File: config.mk
export PLATFORM = sky130hd
export DESIGN_NAME = qpll_reconfig_sequencer
export DESIGN_NICKNAME = d
export VERILOG_FILES = /design/src/rtl/qpll_seq_pkg.sv /design/src/rtl/apb_single_transfer.sv /design/src/rtl/qpll_reconfig_sequencer.sv
export SDC_FILE = /design/constraint.sdc
export NUM_CORES = 1
export LEC_CHECK = 0
export ABC_AREA = 1
export CORE_MARGIN = 1
export CORE_UTILIZATION = 40
export DETAILED_ROUTE_END_ITERATION = 10
export GPL_ROUTABILITY_DRIVEN = 0
export PLACE_DENSITY = 0.65
export SKIP_CTS_REPAIR_TIMING = 1
export SLEW_MARGIN = 20
export SYNTH_ARGS = -nofsm -noshare
export SYNTH_HDL_FRONTEND = slang
export SYNTH_SLANG_ARGS = --single-unit
export TNS_END_PERCENT = 30
File: constraint.sdc
create_clock -name clk -period 4.93 [get_ports clk]
set_input_delay 0.7395 -clock clk [delete_from_list [all_inputs] [get_ports clk]]
set_output_delay 0.7395 -clock clk [all_outputs]
set_load 0.05 [all_outputs]
File: src/rtl/qpll_seq_pkg.sv
// Shared types, limits and helpers for the QPLL line-rate reconfiguration sequencer.
package qpll_seq_pkg;

  typedef enum logic [3:0] {
    S_IDLE       = 4'd0,
    S_REJECT     = 4'd1,
    S_ASSERT_RST = 4'd2,
    S_RD_SETUP   = 4'd3,
    S_RD_ACCESS  = 4'd4,
    S_WR_SETUP   = 4'd5,
    S_WR_ACCESS  = 4'd6,
    S_RELEASE    = 4'd7,
    S_WAIT_LOCK  = 4'd8,
    S_DONE       = 4'd9
  } seq_state_t;

  typedef enum logic [1:0] {
    ERR_NONE    = 2'd0,
    ERR_RANGE   = 2'd1,
    ERR_SLVERR  = 2'd2,
    ERR_TIMEOUT = 2'd3
  } seq_err_t;

  typedef enum logic [1:0] {
    APB_IDLE   = 2'd0,
    APB_SETUP  = 2'd1,
    APB_ACCESS = 2'd2
  } apb_state_t;

  localparam logic [7:0] FBDIV_MIN    = 8'd16;
  localparam logic [7:0] FBDIV_MAX    = 8'd160;
  localparam logic [7:0] FBDIV_OFFSET = 8'd2;

  function automatic logic fbdiv_in_range(input logic [7:0] mult);
    return (mult >= FBDIV_MIN) && (mult <= FBDIV_MAX);
  endfunction

  function automatic logic [1:0] pll_mask(input logic pll);
    return pll ? 2'b10 : 2'b01;
  endfunction

  // The PLL stays in reset from the hold phase until the FBDIV write completes.
  function automatic logic holds_reset(input seq_state_t st);
    case (st)
      S_ASSERT_RST, S_RD_SETUP, S_RD_ACCESS, S_WR_SETUP, S_WR_ACCESS: return 1'b1;
      default: return 1'b0;
    endcase
  endfunction

endpackage

File: src/rtl/apb_single_transfer.sv
// One APB transfer per start pulse; a new start is accepted while idle or on the
// completing pready cycle, so the next SETUP directly follows the previous ACCESS.
module apb_single_transfer
  import qpll_seq_pkg::*;
(
  input  logic        clk,
  input  logic        rst,
  input  logic        start,
  input  logic [9:0]  addr,
  input  logic        write,
  input  logic [15:0] wdata,
  output logic        done,
  output logic [15:0] rdata,
  output logic        slverr,
  output logic        psel,
  output logic        penable,
  output logic        pwrite,
  output logic [9:0]  paddr,
  output logic [15:0] pwdata,
  input  logic [15:0] prdata,
  input  logic        pready,
  input  logic        pslverr
);

  apb_state_t  state_r;
  apb_state_t  state_next_s;
  logic        load_s;
  logic        psel_r;
  logic        penable_r;
  logic        pwrite_r;
  logic [9:0]  paddr_r;
  logic [15:0] pwdata_r;

  // Next APB phase and request capture
  always_comb begin
    state_next_s = state_r;
    load_s       = 1'b0;
    case (state_r)
      APB_IDLE: begin
        if (start) begin
          state_next_s = APB_SETUP;
          load_s       = 1'b1;
        end else begin
          state_next_s = APB_IDLE;
        end
      end
      APB_SETUP: state_next_s = APB_ACCESS;
      APB_ACCESS: begin
        if (pready && start) begin
          state_next_s = APB_SETUP;
          load_s       = 1'b1;
        end else if (pready) begin
          state_next_s = APB_IDLE;
        end else begin
          state_next_s = APB_ACCESS;
        end
      end
      default: state_next_s = APB_IDLE;
    endcase
  end

  // APB phase register
  always_ff @(posedge clk) begin
    if (rst) state_r <= APB_IDLE;
    else     state_r <= state_next_s;
  end

  // Registered bus outputs; address/direction/data held until the next load
  always_ff @(posedge clk) begin
    if (rst) begin
      psel_r    <= 1'b0;
      penable_r <= 1'b0;
      pwrite_r  <= 1'b0;
      paddr_r   <= 10'd0;
      pwdata_r  <= 16'd0;
    end else begin
      psel_r    <= (state_next_s != APB_IDLE);
      penable_r <= (state_next_s == APB_ACCESS);
      if (load_s) begin
        paddr_r  <= addr;
        pwrite_r <= write;
      end
      if (load_s && write) pwdata_r <= wdata;
    end
  end

  assign done    = (state_r == APB_ACCESS) && pready;
  assign slverr  = done && pslverr;
  assign rdata   = prdata;
  assign psel    = psel_r;
  assign penable = penable_r;
  assign pwrite  = pwrite_r;
  assign paddr   = paddr_r;
  assign pwdata  = pwdata_r;

endmodule

File: src/rtl/qpll_reconfig_sequencer.sv
// Runtime QPLL line-rate change: hold PLL in reset, read-modify-write FBDIV over APB,
// release and wait for lock with timeout and bounded retry.
module qpll_reconfig_sequencer
  import qpll_seq_pkg::*;
#(
  parameter logic [9:0]  FBDIV_ADDR0  = 10'h014,
  parameter logic [9:0]  FBDIV_ADDR1  = 10'h094,
  parameter int unsigned RESET_CYCLES = 32'd32,
  parameter int unsigned LOCK_TIMEOUT = 32'd156250,
  parameter int unsigned MAX_RETRIES  = 32'd2
) (
  input  logic        clk,
  input  logic        rst,
  input  logic        req_valid,
  output logic        req_ready,
  input  logic        req_pll,
  input  logic [7:0]  req_mult,
  output logic        busy,
  output logic        done,
  output logic [1:0]  err,
  output logic [1:0]  qpll_reset,
  input  logic [1:0]  qpll_lock,
  output logic        psel,
  output logic        penable,
  output logic        pwrite,
  output logic [9:0]  paddr,
  output logic [15:0] pwdata,
  input  logic [15:0] prdata,
  input  logic        pready,
  input  logic        pslverr
);

  localparam int unsigned CNT_MAX = (RESET_CYCLES > LOCK_TIMEOUT) ? RESET_CYCLES : LOCK_TIMEOUT;
  localparam int unsigned CNT_W   = (CNT_MAX > 32'd1) ? $clog2(CNT_MAX) : 32'd1;
  localparam logic [CNT_W-1:0] RST_LAST  = CNT_W'(RESET_CYCLES - 32'd1);
  localparam logic [CNT_W-1:0] LOCK_LAST = CNT_W'(LOCK_TIMEOUT - 32'd1);
  localparam logic [1:0]       RETRY_LIMIT = 2'(MAX_RETRIES);

  seq_state_t       state_r, state_next_s;
  seq_err_t         err_r, err_next_s, err_out_r;
  logic             pll_r, pll_next_s;
  logic [7:0]       mult_r, mult_next_s;
  logic [1:0]       retry_r, retry_next_s;
  logic [CNT_W-1:0] cnt_r;
  logic             busy_r, done_r, idle_r;
  logic [1:0]       qpll_reset_r;

  logic             apb_start_s, apb_write_s, apb_done_s, apb_slverr_s;
  logic [9:0]       apb_addr_s;
  logic [15:0]      apb_wdata_s, apb_rdata_s;
  logic [7:0]       rd_fbdiv_unused_s;
  logic             target_lock_s;

  assign apb_addr_s        = pll_r ? FBDIV_ADDR1 : FBDIV_ADDR0;
  assign apb_wdata_s       = {apb_rdata_s[15:8], mult_r - FBDIV_OFFSET};
  assign rd_fbdiv_unused_s = apb_rdata_s[7:0];
  assign target_lock_s     = qpll_lock[pll_r];

  // Sequencer next state, request context and APB commands
  always_comb begin
    state_next_s = state_r;
    err_next_s   = err_r;
    pll_next_s   = pll_r;
    mult_next_s  = mult_r;
    retry_next_s = retry_r;
    apb_start_s  = 1'b0;
    apb_write_s  = 1'b0;
    case (state_r)
      S_IDLE: begin
        if (req_valid) begin
          pll_next_s   = req_pll;
          mult_next_s  = req_mult;
          retry_next_s = 2'd0;
          if (fbdiv_in_range(req_mult)) begin
            err_next_s   = ERR_NONE;
            state_next_s = S_ASSERT_RST;
          end else begin
            err_next_s   = ERR_RANGE;
            state_next_s = S_REJECT;
          end
        end else begin
          state_next_s = S_IDLE;
        end
      end
      S_REJECT: state_next_s = S_DONE;
      S_ASSERT_RST: begin
        if (cnt_r == RST_LAST) begin
          // Retries only re-pulse reset; FBDIV was already written.
          if (retry_r == 2'd0) begin
            state_next_s = S_RD_SETUP;
            apb_start_s  = 1'b1;
          end else begin
            state_next_s = S_RELEASE;
          end
        end else begin
          state_next_s = S_ASSERT_RST;
        end
      end
      S_RD_SETUP: state_next_s = S_RD_ACCESS;
      S_RD_ACCESS: begin
        if (apb_done_s && apb_slverr_s) begin
          err_next_s   = ERR_SLVERR;
          state_next_s = S_RELEASE;
        end else if (apb_done_s) begin
          state_next_s = S_WR_SETUP;
          apb_start_s  = 1'b1;
          apb_write_s  = 1'b1;
        end else begin
          state_next_s = S_RD_ACCESS;
        end
      end
      S_WR_SETUP: state_next_s = S_WR_ACCESS;
      S_WR_ACCESS: begin
        if (apb_done_s) begin
          err_next_s   = apb_slverr_s ? ERR_SLVERR : err_r;
          state_next_s = S_RELEASE;
        end else begin
          state_next_s = S_WR_ACCESS;
        end
      end
      S_RELEASE: begin
        if (err_r == ERR_SLVERR) state_next_s = S_DONE;
        else                     state_next_s = S_WAIT_LOCK;
      end
      S_WAIT_LOCK: begin
        if (target_lock_s) begin
          state_next_s = S_DONE;
        end else if (cnt_r == LOCK_LAST) begin
          if (retry_r == RETRY_LIMIT) begin
            err_next_s   = ERR_TIMEOUT;
            state_next_s = S_DONE;
          end else begin
            retry_next_s = retry_r + 2'd1;
            state_next_s = S_ASSERT_RST;
          end
        end else begin
          state_next_s = S_WAIT_LOCK;
        end
      end
      S_DONE:  state_next_s = S_IDLE;
      default: state_next_s = S_IDLE;
    endcase
  end

  // State, context and shared wait counter (cleared on every state entry)
  always_ff @(posedge clk) begin
    if (rst) begin
      state_r <= S_IDLE;
      err_r   <= ERR_NONE;
      pll_r   <= 1'b0;
      mult_r  <= 8'd0;
      retry_r <= 2'd0;
      cnt_r   <= {CNT_W{1'b0}};
    end else begin
      state_r <= state_next_s;
      err_r   <= err_next_s;
      pll_r   <= pll_next_s;
      mult_r  <= mult_next_s;
      retry_r <= retry_next_s;
      if ((state_next_s != state_r) || (state_r == S_IDLE)) cnt_r <= {CNT_W{1'b0}};
      else                                                    cnt_r <= cnt_r + CNT_W'(32'd1);
    end
  end

  // Registered status and PLL reset outputs, aligned with the state they describe
  always_ff @(posedge clk) begin
    if (rst) begin
      idle_r       <= 1'b1;
      busy_r       <= 1'b0;
      done_r       <= 1'b0;
      err_out_r    <= ERR_NONE;
      qpll_reset_r <= 2'b00;
    end else begin
      idle_r       <= (state_next_s == S_IDLE);
      busy_r       <= (state_next_s != S_IDLE);
      done_r       <= (state_next_s == S_DONE);
      err_out_r    <= (state_next_s == S_DONE) ? err_next_s : ERR_NONE;
      qpll_reset_r <= holds_reset(state_next_s) ? pll_mask(pll_next_s) : 2'b00;
    end
  end

  apb_single_transfer u_apb (
    .clk     (clk),
    .rst     (rst),
    .start   (apb_start_s),
    .addr    (apb_addr_s),
    .write   (apb_write_s),
    .wdata   (apb_wdata_s),
    .done    (apb_done_s),
    .rdata   (apb_rdata_s),
    .slverr  (apb_slverr_s),
    .psel    (psel),
    .penable (penable),
    .pwrite  (pwrite),
    .paddr   (paddr),
    .pwdata  (pwdata),
    .prdata  (prdata),
    .pready  (pready),
    .pslverr (pslverr)
  );

  assign req_ready  = idle_r & ~rst;
  assign busy       = busy_r;
  assign done       = done_r;
  assign err        = err_out_r;
  assign qpll_reset = qpll_reset_r;

endmodule

### Yosys cells after proc, flatten, opt, wreduce, memory -nomap -nowiden

Cells that the tools add are included.

* bits in registers: 73
* input bits: 32
* word-level logic and storage cells: 120

* add/subtract/negate cells: 3
* $lt $le $gt $ge: 3
* eq/ne operators: 26
* muxes and demuxes: 47
* bitwise logic cells: 4
* reduce and logical (&&, ||, !) cells: 20

Operators by type and width (number)
* $pmux W4 S9: 1
* $mux W2: 16
* $eq A4 B3 Y1 const B: 7
* $mux W4: 5
* $add A18 B1 Y18 const B: 1
* $eq A18 B18 Y1 const B: 1
* $eq A18 B5 Y1 const B: 1
* $mux W1: 18
* $eq A4 B2 Y1 const B: 4
* $eq A2 B2 Y1 const B: 4
* $eq A4 B4 Y1 const B: 2
* $ge A8 B5 Y1 const B: 1
* $le A8 B8 Y1 const B: 1
* $logic_not A4 Y1: 2
* $mux W8: 1
* $ne A2 B2 Y1 const B: 4
* $pmux W2 S4: 1
* $sub A8 B2 Y8 const B: 1
* $logic_and A1 B1 Y1: 6
* $pmux W2 S3: 1
* $reduce_or A2 Y1: 3
* $reduce_and A5 Y1: 1
* $reduce_or A5 Y1: 1
* $eq A4 B1 Y1 const B: 1
* other kinds (14): 19

### Depth between registers and ports, before layout

* depth in word-level cells: 12
* gate-level depth with buffers: 14
* gate-level depth less buffers: 13

### Modules after synthesis

From an unflattened synthesis, not the netlist that was laid out.

* cell total of the unflattened synthesis: 567
* area, all modules: 3998.8 µm²

Modules (own cells, without submodules)
* qpll_reconfig_sequencer: times used 1, cells an instance 349, area an instance 2486.1 µm²
* apb_single_transfer: times used 1, cells an instance 218, area an instance 1512.7 µm²

### Worst setup path after synthesis

No wires, ideal clock.

* path type: input-to-output
* start: input port rst
* end: output port req_ready
* data arrival time: 1.598 ns
* required time: 4.191 ns
* slack: 2.592 ns
* stages: 2
* buffers on the path: 1
* cells stage by stage: clkbuf_1 > nor2_1

* cells in the longest elaborated chain, start to end: 2

Ends and longest elaborated chain
* start, declared: line qpll_reconfig_sequencer.sv:13 `input logic rst,`
* $not A1 Y1: line qpll_reconfig_sequencer.sv:202 `assign req_ready = idle_r & ~rst;`
* $and A1 B1 Y1: line qpll_reconfig_sequencer.sv:202
* end, declared: line qpll_reconfig_sequencer.sv:15 `output logic req_ready,`

Every way passes these cells.

### Worst setup path in the final report

Ends and elaborated chain as after synthesis.

==> results.sh <==
export IMPL_p_clk_frac=0.341
export IMPL_crit_chain="clkdlybuf4s50_1 -> nor2_1 -> clkdlybuf4s50_1"
export IMPL_p_per_area_nw_per_um2=333
export IMPL_switching_power_uw=434
export IMPL_grt_max_degree=31
export IMPL_fill_cells=758
export IMPL_skew_ns=0.00932
export IMPL_p_leak_uw=0.00155
export IMPL_ant_nets=0
export IMPL_yosysTopAreaCell="dfxtp_1"
export IMPL_maxCapViolations=0
export IMPL_max_stage_delay_ns=0.82
export IMPL_cts_tree="built"
export IMPL_path_class="in2out"
export IMPL_crit_end="req_ready"
export IMPL_slowest_stage="clkdlybuf4s50_1"
export IMPL_tightest_slew_ns=0.761
export IMPL_h_tree_depth=3
export IMPL_grt_pass1_vias=2704
export IMPL_dp_slack_ns=1.66
export IMPL_rrSetupSlack_ns=2.70
export IMPL_yosysWarnings=0
export IMPL_coreArea_um2=7770
export IMPL_crit_path_end_kind="output pin"
export IMPL_placed_area_um2=3770
export IMPL_p_int_uw=889
export IMPL_crit_path_max_fanout=16
export IMPL_critPathMostFrequentCell="clkdlybuf4s50_1"
export IMPL_period_minus_slack_ns=3.26
export IMPL_grt_total_usage=0.174
export IMPL_worstSetupStartpoint="rst"
export IMPL_setup_viol=0
export IMPL_timing_final_crit_share=0.661
export IMPL_rr_worst_depth=8
export IMPL_avgViaCountPerCell=4.72
export IMPL_antenna_found_initial=0
export IMPL_hp_class="reg2reg"
export IMPL_fmax_ghz=0.307
export IMPL_stdcell_area_um2=3970
export IMPL_numCtsBuffers=9
export IMPL_synth_edf_count=0
export IMPL_die_area_um2=8420
export IMPL_synth_seq_area_share=0.404
export IMPL_hpwlAfterDp_um=4930
export IMPL_synth_cells=435
export IMPL_finalMaxSlewViolations=0
export IMPL_synth_ff_latch_count=65
export IMPL_drive_gt1_frac=0.112
export IMPL_setup_total_negative_slack_ns=0
export IMPL_status="finished, final reports clean"
export IMPL_grt_use_met1=0.210
export IMPL_final_nets=523
export IMPL_p_seq_frac=0.440
export IMPL_cts_buffer_depth=2
export IMPL_routed_wl_um=6730
export IMPL_dr_first_iter_drc_count=102
export IMPL_area_growth_pct=23.2
export IMPL_synth_top_area_share=0.404
export IMPL_finish_utilization=0.511
export IMPL_crit_required_ns=4.19
export IMPL_p_comb_frac=0.219
export IMPL_timing_final_ws_setup_ns=1.67
export IMPL_synth_avg_cell_area_um2=7.41
export IMPL_die_y_um=91.8
export IMPL_grt_busiest_layer="met2"
export IMPL_drtPass1Iterations=4
export IMPL_grtUsageMet3=0.0423
export IMPL_synth_area_um2=3220
export IMPL_relSlewSlack=0.492
export IMPL_netSwitchingFraction=0.328
export IMPL_final_hold_viol_count=0
export IMPL_vias=2796
export IMPL_start_util=0.415
export IMPL_clockRootBuffer="clkbuf_8"
export IMPL_antennaDiodeCount=0
export IMPL_cts_sinks=65
export IMPL_grt_pass1_wl_um=11800
export IMPL_timing_rr_start="state_r[0]"
export IMPL_cp_data_arrival_time_ns=2.52
export IMPL_ys_types=35
export IMPL_portBuffers=52
export IMPL_io_pins=68
export IMPL_cp_start_kind="primary input"
export IMPL_grtUsageMet2=0.298
export IMPL_routedWlPerCell_um=11.3
export IMPL_r2r_end="cnt_r[3]"
export IMPL_async_flop_share=0
export IMPL_overflow=0
export IMPL_clk_pin_slew_ns=0.07
export IMPL_clk_latency_ns=0.34
export IMPL_fp_row_count=32
export IMPL_ir_worst_vdd_mv=0.135
export IMPL_die_width_um=91.8
export IMPL_synth_top_cells_by_area="dfxtp_1 40%, nor2_1 8.5%, nand2_1 7.0%"
export IMPL_rsz0062_at_grt="false"
export IMPL_synth_ff_type="dfxtp_1"
export IMPL_route_detailed_drc=0
[synthesized netlist by cell type (2+ instances only)]
master / number
a211oi_1: 2
nand4_1: 12
ha_1: 5
inv_1: 51
nor2_4: 14
xor2_1: 14
nor2_1: 73
buf_4: 9
nand2_1: 60
nand3_2: 2
nand3_1: 18
o21ai_0: 31
nand2_4: 2
xnor2_1: 6
nor2_2: 7
nand2_2: 7
nor4_1: 2
a21oi_1: 20
o21ai_1: 3
inv_2: 6
clkbuf_1: 6
dfxtp_1: 65
nor3_1: 8
[cells in the final DEF (no fill, tap or decap), types with 8 or more instances in the layout]
cell,instances
clkbuf_8,9
o21ai_0,31
a21oi_1,20
nand2_1,60
xor2_1,14
nand4_1,12
nor3_1,8
nand3_1,18
nor2_1,73
nor2_4,14
clkdlybuf4s50_1,52
inv_1,51
dfxtp_1,65
[metal layers]
metal	up-vias	part of all wire	wire (um)
li1	1465	-	-
met1	1248	0.48	3220
met2	74	0.46	3070
met3	9	0.050	338
met4	0	0.015	100
met5	-	0	0
[area by class of cell]
cell class	count	area, um^2	area share
Timing Repair Buffer	52	520	0.131
Multi-Input combinational cell	300	1610	0.405
Inverter	58	218	0.0548
Clock buffer	10	128	0.0321
Tap cell	102	128	0.0321
Clock inverter	6	68.8	0.0173
Sequential cell	65	1300	0.328
[flip-flops by register name (all words and copies together) (netlist names), 2 cells and up]
signal / count
retry_r: 2
mult_r: 8
qpll_reset: 2
u_apb.state_r: 2
err: 2
u_apb.pwdata: 16
err_r: 2
cnt_r: 18
state_r: 4
u_apb.paddr: 2
[worst max-delay path, delay by kind of cell]
kind                   cells  cell delay [ns]
buffers and inverters      2             1.56
and+or+nand+nor            1             0.22
[worst min path at each step]
stage | start | to | depth (start not counted)
global route | mult_r[1] | u_apb.pwdata[1] | 1
CTS | mult_r[1] | u_apb.pwdata[1] | 1
finish | mult_r[1] | u_apb.pwdata[1] | 1
floorplan | mult_r[1] | u_apb.pwdata[1] | 1
detailed placement | mult_r[1] | u_apb.pwdata[1] | 1
global placement | mult_r[1] | u_apb.pwdata[1] | 1
[cell families (layout without fill, tap and decap cells)]
group	count (synthesis)	count (layout)	share of synthesized area
AND/OR/NAND/NOR	207	207	0.317
buffers and inverters	76	126	0.105
flip-flops	65	65	0.404
AO/OA/AOI/OAI	61	61	0.100
XOR/XNOR	20	20	0.0543
adder cells (fa/ha/maj)	5	5	0.0194
other	1	7	0.00116
[power by group through the flow]
stage	logic (uW)	clock network, uW	registers [uW]
after CTS	291	460	582
after detailed placement	289	0	594
after global routing	326	483	587
after global placement	287	0	593
final	290	451	581
after floorplan	215	0	607
[metrics by stage]
stage	std cells	power, uW	hold WS, ns
6_report	593	1320	0.446
3_5_place_dp	577	883	0.422
2_1_floorplan	441	822	0.406
5_1_grt	593	1400	0.485
3_3_place_gp	577	880	0.414
4_1_cts	593	1330	0.444
(Power assumes the default switching activity.)
==> RTL edit 1, RTL diff (same flow settings) <==
Put one more register stage on the output `err`, cleared by the reset. The value now appears one clock later. The other outputs are not delayed to match.
--- a/src/rtl/qpll_reconfig_sequencer.sv
+++ b/src/rtl/qpll_reconfig_sequencer.sv
@@ -202,7 +202,13 @@
   assign req_ready  = idle_r & ~rst;
   assign busy       = busy_r;
   assign done       = done_r;
-  assign err        = err_out_r;
+  always_ff @(posedge clk) begin
+    if (rst) begin
+      err <= '0;
+    end else begin
+      err <= err_out_r;
+    end
+  end
   assign qpll_reset = qpll_reset_r;
 
 endmodule
Function: changed (Yosys sat finds a counterexample within 4 cycles, from zero or initial values and one cycle with rst high).
==> RTL edit 1 against the original RTL <==
Area after synthesis is 1.8% higher. Setup slack improved by 84 ps. Power is 3.7% higher. Die area grew 1.8%. Non-clock buffer count is the same. Critical path depth did not move. Global-route usage decreased by 0.17 points. Cell area up 2.0%. Maximum frequency increased by 2.6%. Register-to-register slack worse by 50 ps. Sequential cell count rose by 2. Sequential power is 2% higher. Routed wire length grew 0.95%.
==> RTL edit 1: results (changes against the original RTL) <==
.. list-table::
   :header-rows: 1

   * - Metric
     - Value
   * - Number of stages on the worst hold path
     - 2 (+1)
   * - Inst Count DP
     - 586 (+1.6%)
   * - Number of non-filler instances in the completed layout
     - 601 (+1.3%)
   * - Number of ordinary inverters in the final layout
     - 60 (+3.4%)
   * - Outcome
     - complete, no violations
   * - Total length of routed wires
     - 6790 um (+0.95%)
   * - Synth Area in Adders
     - 1.91% (-0.034 points)
   * - Distinct cells, synth
     - 38 (+8.6%)
   * - Via count of the routed design
     - 2,841 (+1.6%)
   * - Fraction of met1 tracks used by global routing
     - 20.6% (-0.38 points)
   * - Critical register-to-register path startpoint
     - state_r[2]$_SDFF_PP0_
   * - Sink of the worst hold path
     - err[0]$_SDFF_PP0_
   * - Maximum number of pins on one net before global-route repair
     - 34 (+9.7%)
   * - Tightest slew margin relative to the limit
     - 43.4% (-5.8 points)
   * - Drt first-iter violations
     - 119 (+17%)
   * - Cell Area, Placed
     - 0.00383 mm^2 (+1.6%)
   * - Worst vdd rail ir drop
     - 0.163 mV (+21%)
   * - Number of detailed-route iterations in the first pass
     - 5 (+1)
   * - Lkg Pwr
     - 1.62 nW (+3.9%)
   * - Synth Area in Compound Gates
     - 9.26% (-0.75 points)
   * - Clock sink total
     - 67 (+3.1%)
   * - DRT met1 WL
     - 3110 um (-3.4%)
   * - Worst slack at placement
     - 1590 ps (-66.0 ps)
   * - Clock Skew
     - 11.0 ps (+1.64 ps)
   * - Proportion of cell area spent on the clock network
     - 5.31% (+0.37 points)
   * - Capture point of the worst reg-to-reg path
     - cnt_r[7]$_SDFF_PP0_
   * - Number of global-route vias before repair
     - 2,660 (-1.6%)
   * - Count of mapped cells out of synthesis
     - 444 (+2.1%)
   * - Sequential cell area fraction in the yosys report
     - 40.9% (+0.51 points)
   * - Met2 capacity usage during global routing
     - 29.2% (-0.56 points)
   * - Pwr dens
     - 339 mW/mm^2 (+1.7%)
   * - Top post-synthesis cells by area
     - sky130_fd_sc_hd__dfxtp_1, sky130_fd_sc_hd__nor2_1, sky130_fd_sc_hd__nand2_1
   * - Worst hold path startpoint
     - err_out_r[0]$_SDFF_PP0_
   * - Non-clock buffer share
     - 12.9% (-0.26 points)
   * - Number of fill cells
     - 772 (+1.8%)
   * - Final hold slack
     - 397 ps (-49.4 ps)
   * - #MultiIn Comb
     - 305 (+1.7%)
   * - Detailed-routed wire length on met2
     - 3210 um (+4.5%)
   * - Fraction of met3 tracks used by global routing
     - 4.43% (+0.20 points)
   * - Avg Inst Size Synth
     - 7.39 um^2 (-0.28%)
==> RTL edit 1: worst max-delay path by stage <==
stage	cells after the start	slack, ps	endpoint	start
CTS	3	1740	req_ready	rst
global placement	8	1670	cnt_r[6]$_SDFF_PP0_	rst
floorplan	2	2590	req_ready	rst
detailed placement	8	1590	cnt_r[7]$_SDFF_PP0_	rst
finish	3	1750	req_ready	rst
global route	3	1670	req_ready	rst
==> RTL edit 1: logic make-up after synthesis <==
logic type | count (synthesis)
XOR/XNOR | 20
other | 1
AO/OA/AOI/OAI | 57
buffers and inverters | 78
flip-flops | 67
adder cells (fa/ha/maj) | 5
AND/OR/NAND/NOR | 216
==> RTL edit 1: power breakdown <==
group	total (mW)	internal [mW]	switching (mW)
Combinational	0.282	0.0949	0.187
Clock	0.496	0.282	0.214
Sequential	0.594	0.571	0.0227
==> RTL edit 1: critical path, delay by kind of cell <==
kind / cells / cell delay (ps)
and+or+nand+nor: 1 / 200
buffers and inverters: 2 / 1500
==> RTL edit 2, RTL diff (same settings) <==
Made on the original files. The parameter `RESET_CYCLES` goes from 32'd32 to 32'd16.
--- a/src/rtl/qpll_reconfig_sequencer.sv
+++ b/src/rtl/qpll_reconfig_sequencer.sv
@@ -5,7 +5,7 @@
 #(
   parameter logic [9:0]  FBDIV_ADDR0  = 10'h014,
   parameter logic [9:0]  FBDIV_ADDR1  = 10'h094,
-  parameter int unsigned RESET_CYCLES = 32'd32,
+  parameter int unsigned RESET_CYCLES = 32'd16,
   parameter int unsigned LOCK_TIMEOUT = 32'd156250,
   parameter int unsigned MAX_RETRIES  = 32'd2
 ) (
Check against the original RTL: no difference found for any inputs over 10 cycles, from zero or initial values and one cycle with rst high; that may be too few to reach the edited logic, so the function may still have changed.
==> RTL edit 2 against the original RTL <==
Cell area decreased by 2.7%. Sequential power increased by 1%. Largest cell class unchanged. Area after synthesis decreased by 3.8%. First-iteration DRC count increased by 34%. Highest routed layer unchanged. Global-route usage decreased by 0.57 points. Setup slack improved by 130 ps. Power increased by 3.7%. Sequential cell count unchanged. Critical path depth unchanged. Synthesized cell count unchanged. Routed wire length decreased by 3.6%.
==> RTL edit 2: results (changes against the original RTL) <==
.. list-table::
   :header-rows: 1

   * - Metric
     - Value
   * - Non-clock buffer share
     - 13.5% (+0.36 points)
   * - Avg Inst Size Synth
     - 7.13 um^2 (-3.8%)
   * - Capture point of the worst reg-to-reg path
     - u_apb.pwdata[6]$_SDFFE_PP0P_
   * - Detailed-routed wire length on met2
     - 2990 um (-2.6%)
   * - Total length of routed wires
     - 6490 um (-3.6%)
   * - Synth Area in Compound Gates
     - 10.2% (+0.23 points)
   * - Routed wire length on met3
     - 370 um (+9.5%)
   * - Critical register-to-register path startpoint
     - state_r[2]$_SDFF_PP0_
   * - Wire length of the first global-routing pass
     - 11,100 um (-5.6%)
   * - Multi-input gate share of the layout cell area
     - 38.8% (-1.7 points)
   * - End-of-flow core utilization
     - 52.4% (+1.3 points)
   * - Outcome
     - complete, no violations
   * - Sequential cell area share
     - 33.7% (+0.90 points)
   * - #MultiIn Comb
     - 303 (+1.0%)
   * - Final hold slack
     - 431 ps (-15.3 ps)
   * - Fraction of layout instances using a drive strength above 1
     - 8.16% (-3.0 points)
   * - Number of global-route vias before repair
     - 2,467 (-8.8%)
   * - Inst Count DP
     - 573 (-0.69%)
   * - Clock Skew
     - 9.42 ps (+0.0965 ps)
   * - Worst slack at placement
     - 1800 ps (+141 ps)
   * - Estimated wirelength of the detail-placed design
     - 4720 um (-4.3%)
   * - Worst vdd rail ir drop
     - 0.142 mV (+5.4%)
   * - Sequential cell area fraction in the yosys report
     - 41.9% (+1.6 points)
   * - Via count of the routed design
     - 2,768 (-1.0%)
   * - Top post-synthesis cells by area
     - sky130_fd_sc_hd__dfxtp_1, sky130_fd_sc_hd__nor2_1, sky130_fd_sc_hd__nand2_1
   * - Number of ordinary inverters in the final layout
     - 54 (-6.9%)
   * - Number of fill cells
     - 744 (-1.8%)
   * - Proportion of cell area spent on the clock network
     - 5.67% (+0.72 points)
   * - Crit Path Max Fanout
     - 13 (-3)
   * - Clock buffer count in the final layout
     - 9 (-1)
   * - Data arrival, critical path
     - 2390 ps (-130 ps)
   * - Distinct cells, synth
     - 33 (-5.7%)
   * - Cell Area, Placed
     - 0.00365 mm^2 (-3.4%)
==> RTL edit 2: cell count changes after synthesis, moves of 3 or more <==
cell / unedited run / this run
sky130_fd_sc_hd__nand4_1: 12 / 8
sky130_fd_sc_hd__inv_2: 6 / 2
sky130_fd_sc_hd__buf_2: 1 / 4
sky130_fd_sc_hd__nand2_1: 60 / 75
sky130_fd_sc_hd__xor2_1: 14 / 11
sky130_fd_sc_hd__nor2_2: 7 / 15
sky130_fd_sc_hd__nand2_2: 7 / 1
sky130_fd_sc_hd__nor2_1: 73 / 81
sky130_fd_sc_hd__nor2_4: 14 / 2
sky130_fd_sc_hd__nor3_1: 8 / 4
==> RTL edit 2: where the power goes <==
group	switching, mW	internal [mW]
combinational	0.190	0.0979
sequential	0.0275	0.560
clock	0.211	0.284
==> RTL edit 2: metal layers <==
metal  up-vias  track usage (%)
met5         -                0
met4         0             9.14
met3         9             3.38
met2        84             26.6
met1      1221             21.6
li1       1454                -
